<file path="config.mk">
export PLATFORM = sky130hd
export DESIGN_NAME = ysyx_22041071_hazard_ctrl
export DESIGN_NICKNAME = d
export VERILOG_FILES = /design/src/rtl/ysyx_22041071_hazard_ctrl.sv
export SDC_FILE = /design/constraint.sdc
export NUM_CORES = 1
export LEC_CHECK = 0
export BUFFER_PORTS_ARGS = -buffer_cell sky130_fd_sc_hd__buf_2
export CORE_ASPECT_RATIO = 0.75
export CORE_MARGIN = 8
export CORE_UTILIZATION = 48
export CTS_CLUSTER_DIAMETER = 60
export CTS_CLUSTER_SIZE = 8
export DETAILED_ROUTE_END_ITERATION = 16
export HOLD_SLACK_MARGIN = 0.12
export PLACE_DENSITY = 0.77
export SYNTH_ARGS = -nofsm -noshare
export SYNTH_HDL_FRONTEND = slang
export SYNTH_SLANG_ARGS = --single-unit
</file>
<file path="constraint.sdc">
create_clock -name clk -period 1.9 [get_ports clk]
set_input_delay 0.285 -clock clk [delete_from_list [all_inputs] [get_ports clk]]
set_output_delay 0.285 -clock clk [all_outputs]
set_load 0.02 [all_outputs]
</file>
<file path="src/rtl/ysyx_22041071_hazard_ctrl.sv">
// Hazard controller for the five-stage pipeline: operand forwarding selects,
// load-use stalls, MUL/DIV hold with a timeout, and post-redirect flush sequencing.
module ysyx_22041071_hazard_ctrl #(
    parameter int MDU_MAX   = 64,
    parameter int FLUSH_LAT = 1,
    parameter int CNT_W     = 32
) (
    input  logic             clk,
    input  logic             reset,
    input  logic             id_valid,
    input  logic [4:0]       id_rs,
    input  logic [4:0]       id_rt,
    input  logic             id_use_rs,
    input  logic             id_use_rt,
    input  logic             ex_valid,
    input  logic             ex_reg_w_en,
    input  logic             ex_is_load,
    input  logic [4:0]       ex_rd,
    input  logic             ex_is_mdu,
    input  logic             ex_redirect,
    input  logic             mem_valid,
    input  logic             mem_reg_w_en,
    input  logic [4:0]       mem_rd,
    input  logic             mdu_done,
    output logic             stall_if,
    output logic             stall_id,
    output logic             bubble_ex,
    output logic             hold_ex,
    output logic             bubble_mem,
    output logic             flush_id,
    output logic [1:0]       fwd1,
    output logic [1:0]       fwd2,
    output logic             mdu_timeout,
    output logic [CNT_W-1:0] stall_cnt
);

    localparam int MCNT_W = $clog2(MDU_MAX + 1) + 1;

    typedef enum logic [1:0] {RUN, MDU_WAIT, FLUSH} state_t;

    state_t            state_reg, state_next;
    logic [MCNT_W-1:0] mcnt_reg, mcnt_next;
    logic [2:0]        fcnt_reg, fcnt_next;
    logic              timeout_reg, timeout_next;
    logic [CNT_W-1:0]  stall_cnt_reg;

    logic [1:0][4:0]   src;
    logic [1:0]        chk;
    logic [1:0]        hit_ex;
    logic [1:0]        hit_mem;
    logic [1:0][1:0]   fwd_sel;
    logic              load_use;
    logic              stall_c, bubble_ex_c, hold_c, flush_c;

    assign src[0] = id_rs;
    assign src[1] = id_rt;
    assign chk[0] = id_valid & id_use_rs;
    assign chk[1] = id_valid & id_use_rt;

    genvar gi;
    generate
        for (gi = 0; gi < 2; gi++) begin : g_src
            assign hit_ex[gi]  = chk[gi] & ex_valid & ex_reg_w_en &
                                 (ex_rd == src[gi]) & (src[gi] != 5'd0);
            assign hit_mem[gi] = chk[gi] & mem_valid & mem_reg_w_en &
                                 (mem_rd == src[gi]) & (src[gi] != 5'd0);
            // A load in EX has no result yet, so it cannot forward from EX.
            assign fwd_sel[gi] = (hit_ex[gi] & ~ex_is_load) ? 2'd1 :
                                 hit_mem[gi]                ? 2'd2 : 2'd0;
        end
    endgenerate

    assign load_use = (|hit_ex) & ex_is_load;

    always_comb begin
        state_next   = state_reg;
        mcnt_next    = mcnt_reg;
        fcnt_next    = fcnt_reg;
        timeout_next = timeout_reg;
        stall_c      = 1'b0;
        bubble_ex_c  = 1'b0;
        hold_c       = 1'b0;
        flush_c      = 1'b0;
        case (state_reg)
            RUN: begin
                if (ex_redirect & ex_valid) begin
                    flush_c = 1'b1;
                    if (FLUSH_LAT != 0) begin
                        state_next = FLUSH;
                        fcnt_next  = 3'(FLUSH_LAT);
                    end
                end else if (ex_valid & ex_is_mdu & ~mdu_done) begin
                    stall_c    = 1'b1;
                    hold_c     = 1'b1;
                    state_next = MDU_WAIT;
                    mcnt_next  = MCNT_W'(1);
                end else if (load_use) begin
                    stall_c     = 1'b1;
                    bubble_ex_c = 1'b1;
                end
            end
            MDU_WAIT: begin
                if (mdu_done) begin
                    state_next = RUN;
                    mcnt_next  = '0;
                end else if (mcnt_reg == MCNT_W'(MDU_MAX)) begin
                    // Give up on the unit and release EX as though it had finished.
                    timeout_next = 1'b1;
                    state_next   = RUN;
                    mcnt_next    = '0;
                end else begin
                    stall_c   = 1'b1;
                    hold_c    = 1'b1;
                    mcnt_next = mcnt_reg + MCNT_W'(1);
                end
            end
            FLUSH: begin
                flush_c = 1'b1;
                if (fcnt_reg <= 3'd1) begin
                    state_next = RUN;
                    fcnt_next  = 3'd0;
                end else begin
                    fcnt_next = fcnt_reg - 3'd1;
                end
            end
            default: state_next = RUN;
        endcase
    end

    always_ff @(posedge clk or negedge reset) begin
        if (!reset) begin
            state_reg     <= RUN;
            mcnt_reg      <= '0;
            fcnt_reg      <= '0;
            timeout_reg   <= 1'b0;
            stall_cnt_reg <= '0;
        end else begin
            state_reg   <= state_next;
            mcnt_reg    <= mcnt_next;
            fcnt_reg    <= fcnt_next;
            timeout_reg <= timeout_next;
            if (stall_c && stall_cnt_reg != '1)
                stall_cnt_reg <= stall_cnt_reg + CNT_W'(1);
        end
    end

    assign stall_if    = stall_c;
    assign stall_id    = stall_c;
    assign bubble_ex   = bubble_ex_c;
    assign hold_ex     = hold_c;
    assign bubble_mem  = hold_c;
    assign flush_id    = flush_c;
    assign fwd1        = fwd_sel[0];
    assign fwd2        = fwd_sel[1];
    assign mdu_timeout = timeout_reg;
    assign stall_cnt   = stall_cnt_reg;

endmodule

</file>
==> results.yml, run 1 <==
status:
  outcome: "complete, but fails checks"
  failed_checks: "setup timing"
route:
  routed_via_density: 5.477
  wl_um: 7855
  ant_nets: 0
  via_count: 2596
  post_drt_wl_per_cell_um: 16.57
  first_iter_violations: 147
  firstDrtPassIters: 4
  drc: 0
flow_run:
  max_cap_viol_count: 0
clocking:
  clk-insertion-delay-late_ns: 0.30
  numClockSinks: 46
  cts.path.max_buffers: 2
  clock_tree.htree_level_count: 2
  clkTransAtPathRegs_ns: 0.09
  cts_buffers: 5
  cts_root_buf: "clkbuf_8"
  tritoncts: "built"
layout:
  max_ffs_per_register: 32
  area_growth_syn_to_layout_pct: 37.53
  finish.instance_area_um2: 3815
  antenna_diodes: 0
  final_util: 0.6686
  final_layout_size_suffix_gt1_frac: 0.3965
  layout.cells.non_filler: 474
  num-fill-cells: 450
  layout.nets: 433
sta:
  final.setup_skew_ns: 0.007779
  layout_worst_path_cycle_share: 1.020
  final.setup.tns_ns: -0.1291
  hold_slack_ns: 0.3374
  finalCriticalPeriod_ns: 1.938
  max_slew.worst_pin.slew_ns: 0.5800
  slew_headroom: 0.6125
  setup_repair_after_global_routing_missed_its_margin: "true"
  fmax_mhz: 516.1
  hold_vio_cnt_final: 0
  final_setup_fails: 6
  finalMaxSlewViolations: 0
  setup_ws_ns: -0.03766
placed_design:
  dp_hpwl_um: 5714
  post-place-cells: 457
  place.gp.congestion: 0.9717
  placedInstanceArea_um2: 3470
  io_buffer_count: 75
critical_path:
  cp_data_required_time_ns: 1.62
  slowest_delay_ns: 0.57
  critPathLaunchType: "input pin"
  series_of_cell_instances_along_the_critical_path: "buf_4, xnor2_2, nand4_1, or4_4, nor2_1, nor3_1, buf_2"
  critPathMaxFanout: 3
  critPathArrivalTime_ns: 1.65
  critical-path-slowest-cell: "or4_4"
  crit_path_end_kind: "primary output"
  crit_type: "in -> out"
synth:
  synth_async_sr_flop_share: 1.000
  portion_of_netlist_area_occupied_by_mux_cells: 0.008119
  post_synth_xor_area_fraction: 0.1642
  synthFlopType: "dfrtp_1"
  synthesis.area_per_instance_um2: 9.978
  synth_top_family_by_area: "simple AND/OR/NAND/NOR gates"
  synth-edff-count: 0
  synth_cell_type_count: 46
  synth_seq_area_share: 0.4150
  synth_seq_cells: 46
  syn_inst: 278
  synth_area_um2: 2774
  synth_simple_gate_area_share: 0.2878
  synth-compound-area-share: 0.06721
  postSynthNetCount: 316
  yosysWarningCount: 0
  synth_adder_area_share: 0.02255
power_and_ir_drop:
  power.ir.vdd_worst_mv: 0.3143
  pwr_dens_nw_per_um2: 702.5
  leakage_nw: 1.891
global_route:
  groute.usage.overall: 0.1783
  first_pass_grt_wire_length_um: 12570
  vias_in_the_first_global_route: 2626
  largest_net_degree_at_the_start_of_global_routing: 25
  grt_overflow_total: 0
  initial_antenna_violation_count: 0
floorplan:
  design.die.area_um2: 8493
  die-height_um: 81.84
  rows: 24
  core_box_area_um2: 5705
  ios: 76
  start_util: 0.4862
  die_w_um: 103.8
hold_path:
  timing.hold.worst.class: "in -> reg"
==> synth_stat cells, drive strengths merged (2+ instances only) <==
cell,n,area share
o21bai,2,0.0054
nand2,23,0.032
dfrtp,46,0.41
o21ai,13,0.023
nand4,26,0.068
mux2,2,0.0081
nor4,3,0.012
inv,6,0.0081
xor2,11,0.035
and4,2,0.0072
or4,2,0.0054
o31ai,2,0.0054
nand3b,3,0.0081
and2,2,0.0045
xnor2,41,0.13
buf,7,0.026
nand3,20,0.044
nor3,8,0.023
nor2,19,0.026
nor3b,3,0.0099
a21oi,3,0.0054
a211o,2,0.0063
ha,5,0.023
and3,15,0.034
==> cell type report <==
class,count,area (µm²),area share
Clock inverter,1,30.03,0.007871
Inverter,6,22.52,0.005904
Sequential cell,46,1152,0.3021
Clock buffer,7,76.32,0.02001
Timing Repair Buffer,118,804.5,0.2109
Multi-Input combinational cell,218,1632,0.4277
Tap cell,78,97.59,0.02558
==> worst max-delay path, delay by kind of cell <==
family	cells	cell delay (ns)
simple gates	4	0.94
xor+xnor	1	0.14
buf+inv	2	0.28
==> logic make-up (layout without fill, tap and decap cells) <==
logic type      Yosys count  in the layout
flops                    46             46
fa+ha+maj                 5              5
simple gates            131            131
mux                       2              2
compound gates           28             28
xor+xnor                 52             52
buf+inv                  14            132
==> stage by stage <==
step                power (mW)  worst slack [ns]
global route             2.814          -0.09047
floorplan                1.595          0.001493
global placement         1.847          -0.03470
CTS                      2.648          -0.05900
finish                   2.680          -0.03766
detailed placement       1.895          -0.06487
==> worst paths after layout <==
path	depth (start not counted)	startpoint	to	slack, ns
worst min-delay path	3	mdu_done	mdu_timeout	0.34
worst max register to register	6	state_reg[0]	stall_cnt[24]	0.05
worst max-delay path	7	id_rs[4]	fwd1[1]	-0.04
worst min register to register	1	stall_cnt[16]	stall_cnt[16]	0.50
min in group asynchronous	2	reset	mcnt_reg[6]	0.48
max in group asynchronous	3	reset	mcnt_reg[1]	0.90
==> repair_timing <==
action	CTS	global route
endpoints found under the hold margin	22	0
gates resized for setup	15	31
endpoints found under the setup margin	7	31
pin swaps	4	10
setup buffers	6	3
hold buffers	1	0
==> metal layers <==
metal,vias up,routed length (µm),track usage
li1,1231,-,-
met1,1262,3241,0.2257
met2,92,3941,0.3046
met3,11,578,0.04310
met4,0,93,0.04604
met5,-,0,0
==> where the power goes <==
part           internal (mW)  switching (mW)  total (mW)
Clock                  0.394           0.332       0.727
Combinational          0.338           0.430       0.768
Sequential              1.07           0.111        1.19
Total                   1.81           0.874        2.68
==> cell usage in the layout (no fill, tap or decap), drive strengths merged <==
cell,n
nand3b,3
buf,117
or3b,1
nand2b,1
a31oi,1
xor2,11
and2b,1
o31ai,2
nand4b,1
bufinv,1
a22o,1
dlygate4sd3,1
a21oi,3
a211oi,1
nand4,26
o22a,1
o21bai,2
dfrtp,46
and3,15
ha,5
and2,2
nor2,19
nand2,23
mux2,2
nor4,3
nand3,20
clkbuf,7
o22ai,1
o21ai,13
nor3,8
o211ai,1
xnor2,41
and4,2
nor3b,3
a211o,2
or4,2
nor4b,1
inv,6
(Power assumes the default switching activity.)
==> inputs of run 2 (changes only) <==
SLEW_MARGIN = 20   (was default)
clock period = 1.7 ns   (was 1.9 ns; I/O delays follow)
==> run 2 against run 1 <==
- the run still ends with setup timing left
- worst setup slack lost 0.26 ns
- final area rose by 13%
- die area unchanged
- register-to-register slack lost 0.31 ns
- wire length rose by 23%
- global-route usage rose by 2.2 points
- critical path depth down 1
- via count increased by 10%
- clock skew increased by 0.00081 ns
- critical endpoint is now stall_if
==> results.yml, run 2 (same netlist as run 1, synthesis figures left out) <==
status:
  outcome: "complete, but fails checks"
  failed_checks: "setup timing"
global_route:
  vias_in_the_first_global_route: 2738
  initial_antenna_violation_count: 1
  first_pass_grt_wire_length_um: 13630
  grt_overflow_total: 0
  groute.usage.overall: 0.2007
  largest_net_degree_at_the_start_of_global_routing: 47
critical_path:
  critical-path-slowest-cell: "dfrtp_1"
  regToRegStartpoint: "mcnt_reg[7]"
  critical-path-top-cell-by-count: "buf_6"
  cpLargestDelayFamily: "simple AND/OR/NAND/NOR gates"
  crit_type: "reg -> out"
  cp.buffers_inverters: 2
  critPathMaxFanout: 3
  critPathLaunchType: "register"
  worst-r2r-setup-slack_ns: -0.26
  cp_data_required_time_ns: 1.44
  critPathArrivalTime_ns: 1.74
  ff2ff_path_depth: 9
  crit_start: "mcnt_reg[7]"
  series_of_cell_instances_along_the_critical_path: "nor4b_4, nand3_2, nand2b_4, o211ai_4, buf_6, buf_6"
  slowest_delay_ns: 0.42
  crit_path_end_kind: "primary output"
  crit-reg2reg-capture: "stall_cnt[24]"
power_and_ir_drop:
  switchingPower_mw: 1.064
  swShare: 0.3285
  p_int_mw: 2.175
  pwr_dens_nw_per_um2: 752.0
  leakage_nw: 2.121
  share_seq_of_total_power: 0.411
  power.ir.vdd_worst_mv: 0.4363
  power.share.clock: 0.268
  combPwrFrac: 0.321
layout:
  layout.nets: 454
  layout.cells.most_common: "buf_4"
  num-fill-cells: 349
  final_layout_size_suffix_gt1_frac: 0.5300
  area_growth_syn_to_layout_pct: 55.30
  max_ffs_per_register: 32
  most-common-layout-cells: "58 x buf_4, 54 x buf_2, 29 x xnor2_1, 25 x dfrtp_1, 22 x nand4_1"
  final_util: 0.7550
placed_design:
  place.gp.congestion: 0.8358
  dp_hpwl_um: 5707
  io_buffer_count: 75
sta:
  fmax_mhz: 501.5
  setup_ws_ns: -0.2940
  hold_slack_ns: 0.3690
  final.setup_skew_ns: 0.008585
  slew_headroom: 0.6209
  finalCriticalPeriod_ns: 1.994
  layout_worst_path_cycle_share: 1.173
  finalMaxSlewViolations: 0
  final_setup_fails: 41
  setup_repair_after_global_routing_missed_its_margin: "true"
  max_slew.worst_pin.slew_ns: 0.5687
  hold_vio_cnt_final: 0
route:
  ant_nets: 0
  via_count: 2859
  wl_um: 9662
  firstDrtPassIters: 5
  first_iter_violations: 214
  drc: 0
  post_drt_wl_per_cell_um: 19.48
  routed_via_density: 5.764
flow_run:
  max_cap_viol_count: 0
clocking:
  numClockSinks: 46
  clock_tree.htree_level_count: 2
  clk-insertion-delay-late_ns: 0.31
  cts_buffers: 5
  cts.path.max_buffers: 2
  clkTransAtPathRegs_ns: 0.08
  cts_root_buf: "clkbuf_8"
  tritoncts: "built"
floorplan:
  die-height_um: 81.84
  ios: 76
  core_box_area_um2: 5705
  rows: 24
  design.die.area_um2: 8493
  die_w_um: 103.8
  start_util: 0.4862
hold_path:
  whs_path_depth: 4
  min_to: "mdu_timeout"
  holdCritStartpoint: "mdu_done"
  timing.hold.worst.class: "in -> reg"
==> run 2: power groups by stage <==
stage / Combinational [mW] / Clock (mW) / Sequential, mW
CTS: 0.935 / 0.870 / 1.32
global route: 1.12 / 0.933 / 1.34
floorplan: 0.421 / 0 / 1.40
detailed placement: 0.824 / 0 / 1.34
global placement: 0.799 / 0 / 1.33
finish: 1.04 / 0.870 / 1.33
==> run 2: worst max-delay path by stage <==
stage,endpoint,slack [ns],cells past startpoint
global route,stall_if,-0.33,6
global placement,stall_if,-0.27,7
detailed placement,stall_cnt[24],-0.26,8
floorplan,stall_if,-0.05,6
CTS,stall_if,-0.27,6
finish,stall_if,-0.29,6
==> run 2: layout make-up <==
cell class / count / area (µm²) / share of cell area
multi-input combinational: 218 / 1846 / 0.4284
clock inverter: 1 / 30.03 / 0.006971
sequential: 46 / 1177 / 0.2733
clock buffer: 7 / 86.33 / 0.02004
tap: 78 / 97.59 / 0.02265
timing repair buffer: 139 / 1046 / 0.2428
inverter: 6 / 22.52 / 0.005228
antenna: 1 / 2.502 / 0.0005809
==> run 2: metal layers <==
metal | routed length (µm) | track usage | part of all wire
met1 | 3923 | 0.2494 | 0.41
met2 | 4782 | 0.3346 | 0.49
met3 | 606 | 0.03997 | 0.063
met4 | 349 | 0.1007 | 0.036
met5 | 0 | 0 | 0
==> run 2: timing repair <==
item / 4_1_cts / 5_1_grt
gates cloned: 0 / 1
pin swaps: 21 / 11
setup buffers: 8 / 12
hold buffers: 1 / 0
setup endpoints to repair: 26 / 48
resized for setup: 61 / 40
hold endpoints to repair: 46 / 0
==> run 2: worst reg2reg max path, cell delays in order (launching register included) <==
cell and delay [ns]:
dfrtp_1 0.42, nor4b_4 0.36, nand3_2 0.16, nand2b_4 0.12
o211ai_4 0.11, buf_6 0.14, buf_4 0.12, buf_8 0.14
nor3b_4 0.16, xnor2_1 0.12
==> run 2: metrics by stage <==
step,cell area [µm²],power [mW],std cells,TNS [ns],setup WS (ns)
floorplan,2873,1.816,278,-0.1503,-0.04633
CTS,4033,3.122,484,-1.718,-0.2682
global route,4308,3.401,496,-6.320,-0.3290
finish,4308,3.239,496,-4.749,-0.2940
detailed placement,3593,2.161,467,-6.752,-0.2595
global placement,3593,2.132,467,-7.191,-0.2692
==> inputs of run 3 (changes only) <==
CORE_UTILIZATION = 57   (was 48)
PLACE_DENSITY = 0.86   (was 0.77)
SETUP_SLACK_MARGIN = 0.4   (was default)
clock period = 2.55 ns   (was 1.7 ns; I/O delays follow)
==> run 3 against run 2 <==
- the flow now finishes without violations
- count of clock-buffer cells in the layout decreased by 2
- flip-flop and latch count unchanged
- core utilization shrank 4.1 points
- combinational power fell by 55%
- die area shrank 13%
- total power decreased by 41%
- critical path type is now in -> out
- largest cell class unchanged
==> results.yml, run 3 (same netlist as run 1, synthesis figures left out) <==
status:
  outcome: "finished, final reports clean"
sta:
  final.setup.tns_ns: 0
  max_slew.worst_pin.slew_ns: 0.6012
  layout_worst_path_cycle_share: 0.8318
  setup_repair_after_global_routing_missed_its_margin: "true"
  final.setup_skew_ns: 0.007131
  fmax_mhz: 471.4
  setup_ws_ns: 0.4288
  finalCriticalPeriod_ns: 2.121
  hold_vio_cnt_final: 0
  finalMaxSlewViolations: 0
  slew_headroom: 0.5983
  final_setup_fails: 0
clocking:
  cts_buffers: 5
  tritoncts: "built"
  clkTransAtPathRegs_ns: 0.09
  cts_root_buf: "clkbuf_8"
  clk-insertion-delay-late_ns: 0.30
  cts.path.max_buffers: 2
  numClockSinks: 46
  clock_tree.htree_level_count: 2
layout:
  final_layout_size_suffix_gt1_frac: 0.3278
  layout.nets: 397
  antenna_diodes: 0
  layout.cells.most_common: "buf_2"
  finish.instance_area_um2: 3420
  num-fill-cells: 346
  max_ffs_per_register: 32
  area_growth_syn_to_layout_pct: 23.27
  most-common-layout-cells: "70 x buf_2, 45 x dfrtp_1, 36 x xnor2_1, 22 x nand2_1, 22 x nand4_1"
  layout.cells.non_filler: 420
placed_design:
  placedInstanceArea_um2: 3172
  io_buffer_count: 75
  place.gp.congestion: 0.8561
  dp_slack_ns: 0.4125
  post-place-cells: 408
  dp_hpwl_um: 5076
power_and_ir_drop:
  power.ir.vdd_worst_mv: 0.4417
  leakage_nw: 1.689
  pwr_dens_nw_per_um2: 558.5
route:
  post_drt_wl_per_cell_um: 16.07
  firstDrtPassIters: 4
  via_count: 2408
  drc: 0
  wl_um: 6749
  first_iter_violations: 113
  routed_via_density: 5.733
  ant_nets: 0
floorplan:
  ios: 76
  die_w_um: 96.55
  design.die.area_um2: 7378
  rows: 22
  die-height_um: 76.42
  core_box_area_um2: 4790
  start_util: 0.5792
critical_path:
  critPathLaunchType: "input pin"
  crit_type: "in -> out"
  crit_path_end_kind: "primary output"
  critPathMaxFanout: 3
  cp_data_required_time_ns: 2.17
  critPathArrivalTime_ns: 1.74
hold_path:
  timing.hold.worst.class: "in -> reg"
flow_run:
  max_cap_viol_count: 0
global_route:
  largest_net_degree_at_the_start_of_global_routing: 26
  first_pass_grt_wire_length_um: 11140
  vias_in_the_first_global_route: 2335
  groute.usage.overall: 0.1851
  initial_antenna_violation_count: 0
  grt_overflow_total: 0
run 3: cell types whose count changed in the layout (fill, tap and decap cells not counted), sizes merged:
cell | before | now
buf | 137 | 80
clkbuf | 8 | 6
clkinv | 0 | 1
diode | 1 | 0
inv | 6 | 7
run 3: where the power goes:
part	internal (mW)	switching, mW	leakage, nW	total, mW
registers	0.800	0.0839	0.622	0.884
logic	0.197	0.275	1.01	0.472
clock network	0.294	0.260	0.0585	0.553
run 3: final timing paths:
| path | from | slack, ns | endpoint | depth (start not counted) |
|---|---|---|---|---|
| max reg2reg | state_reg[1] | 0.60 | stall_cnt[14] | 6 |
| max | id_rs[0] | 0.43 | bubble_ex | 6 |
| min in group asynchronous | reset | 0.57 | fcnt_reg[2] | 2 |
| max in group asynchronous | reset | 1.30 | stall_cnt[7] | 3 |
| min reg2reg | stall_cnt[19] | 0.50 | stall_cnt[19] | 1 |
| min | ex_redirect | 0.41 | state_reg[1] | 3 |
run 3: through the flow:
stage / power, mW / hold WS (ns) / util
final: 1.910 / 0.4142 / 0.7140
after global routing: 2.011 / 0.4098 / 0.7140
after CTS: 1.898 / 0.4050 / 0.6912
after detailed placement: 1.346 / 0.3734 / 0.6622
after global placement: 1.331 / 0.3684 / 0.6622
after floorplan: 1.188 / 0.08691 / -
run 3: final cells by class:
type                       instances  area, µm²  area share
inverter                           6      22.52    0.006586
clock inverter                     3      43.79     0.01281
sequential                        46       1152      0.3370
clock buffer                       5      68.82     0.02012
multi-input combinational        218       1610      0.4709
tap                               60      75.07     0.02195
timing repair buffer              82      446.7      0.1306
run 3: critical path, cell delays in order:
cell and delay (ns):
buf_2 0.14, xnor2_2 0.15, nand4_1 0.13, or4_4 0.57
a211oi_2 0.19, buf_4 0.17
run 3: per-layer routing:
layer,global-route usage,up-vias,wire (µm)
met5,0,-,0
met4,0.05882,0,128
met3,0.03543,11,401
met2,0.2854,70,3221
met1,0.2516,1163,2998
li1,-,1164,-
run 3: what timing repair did:
item | in CTS | in global routing
pin swaps | 0 | 10
hold buffers | 1 | 0
endpoints found under the setup margin | 5 | 15
setup buffers | 0 | 3
hold endpoints to repair | 21 | 0
gates resized for setup | 4 | 18
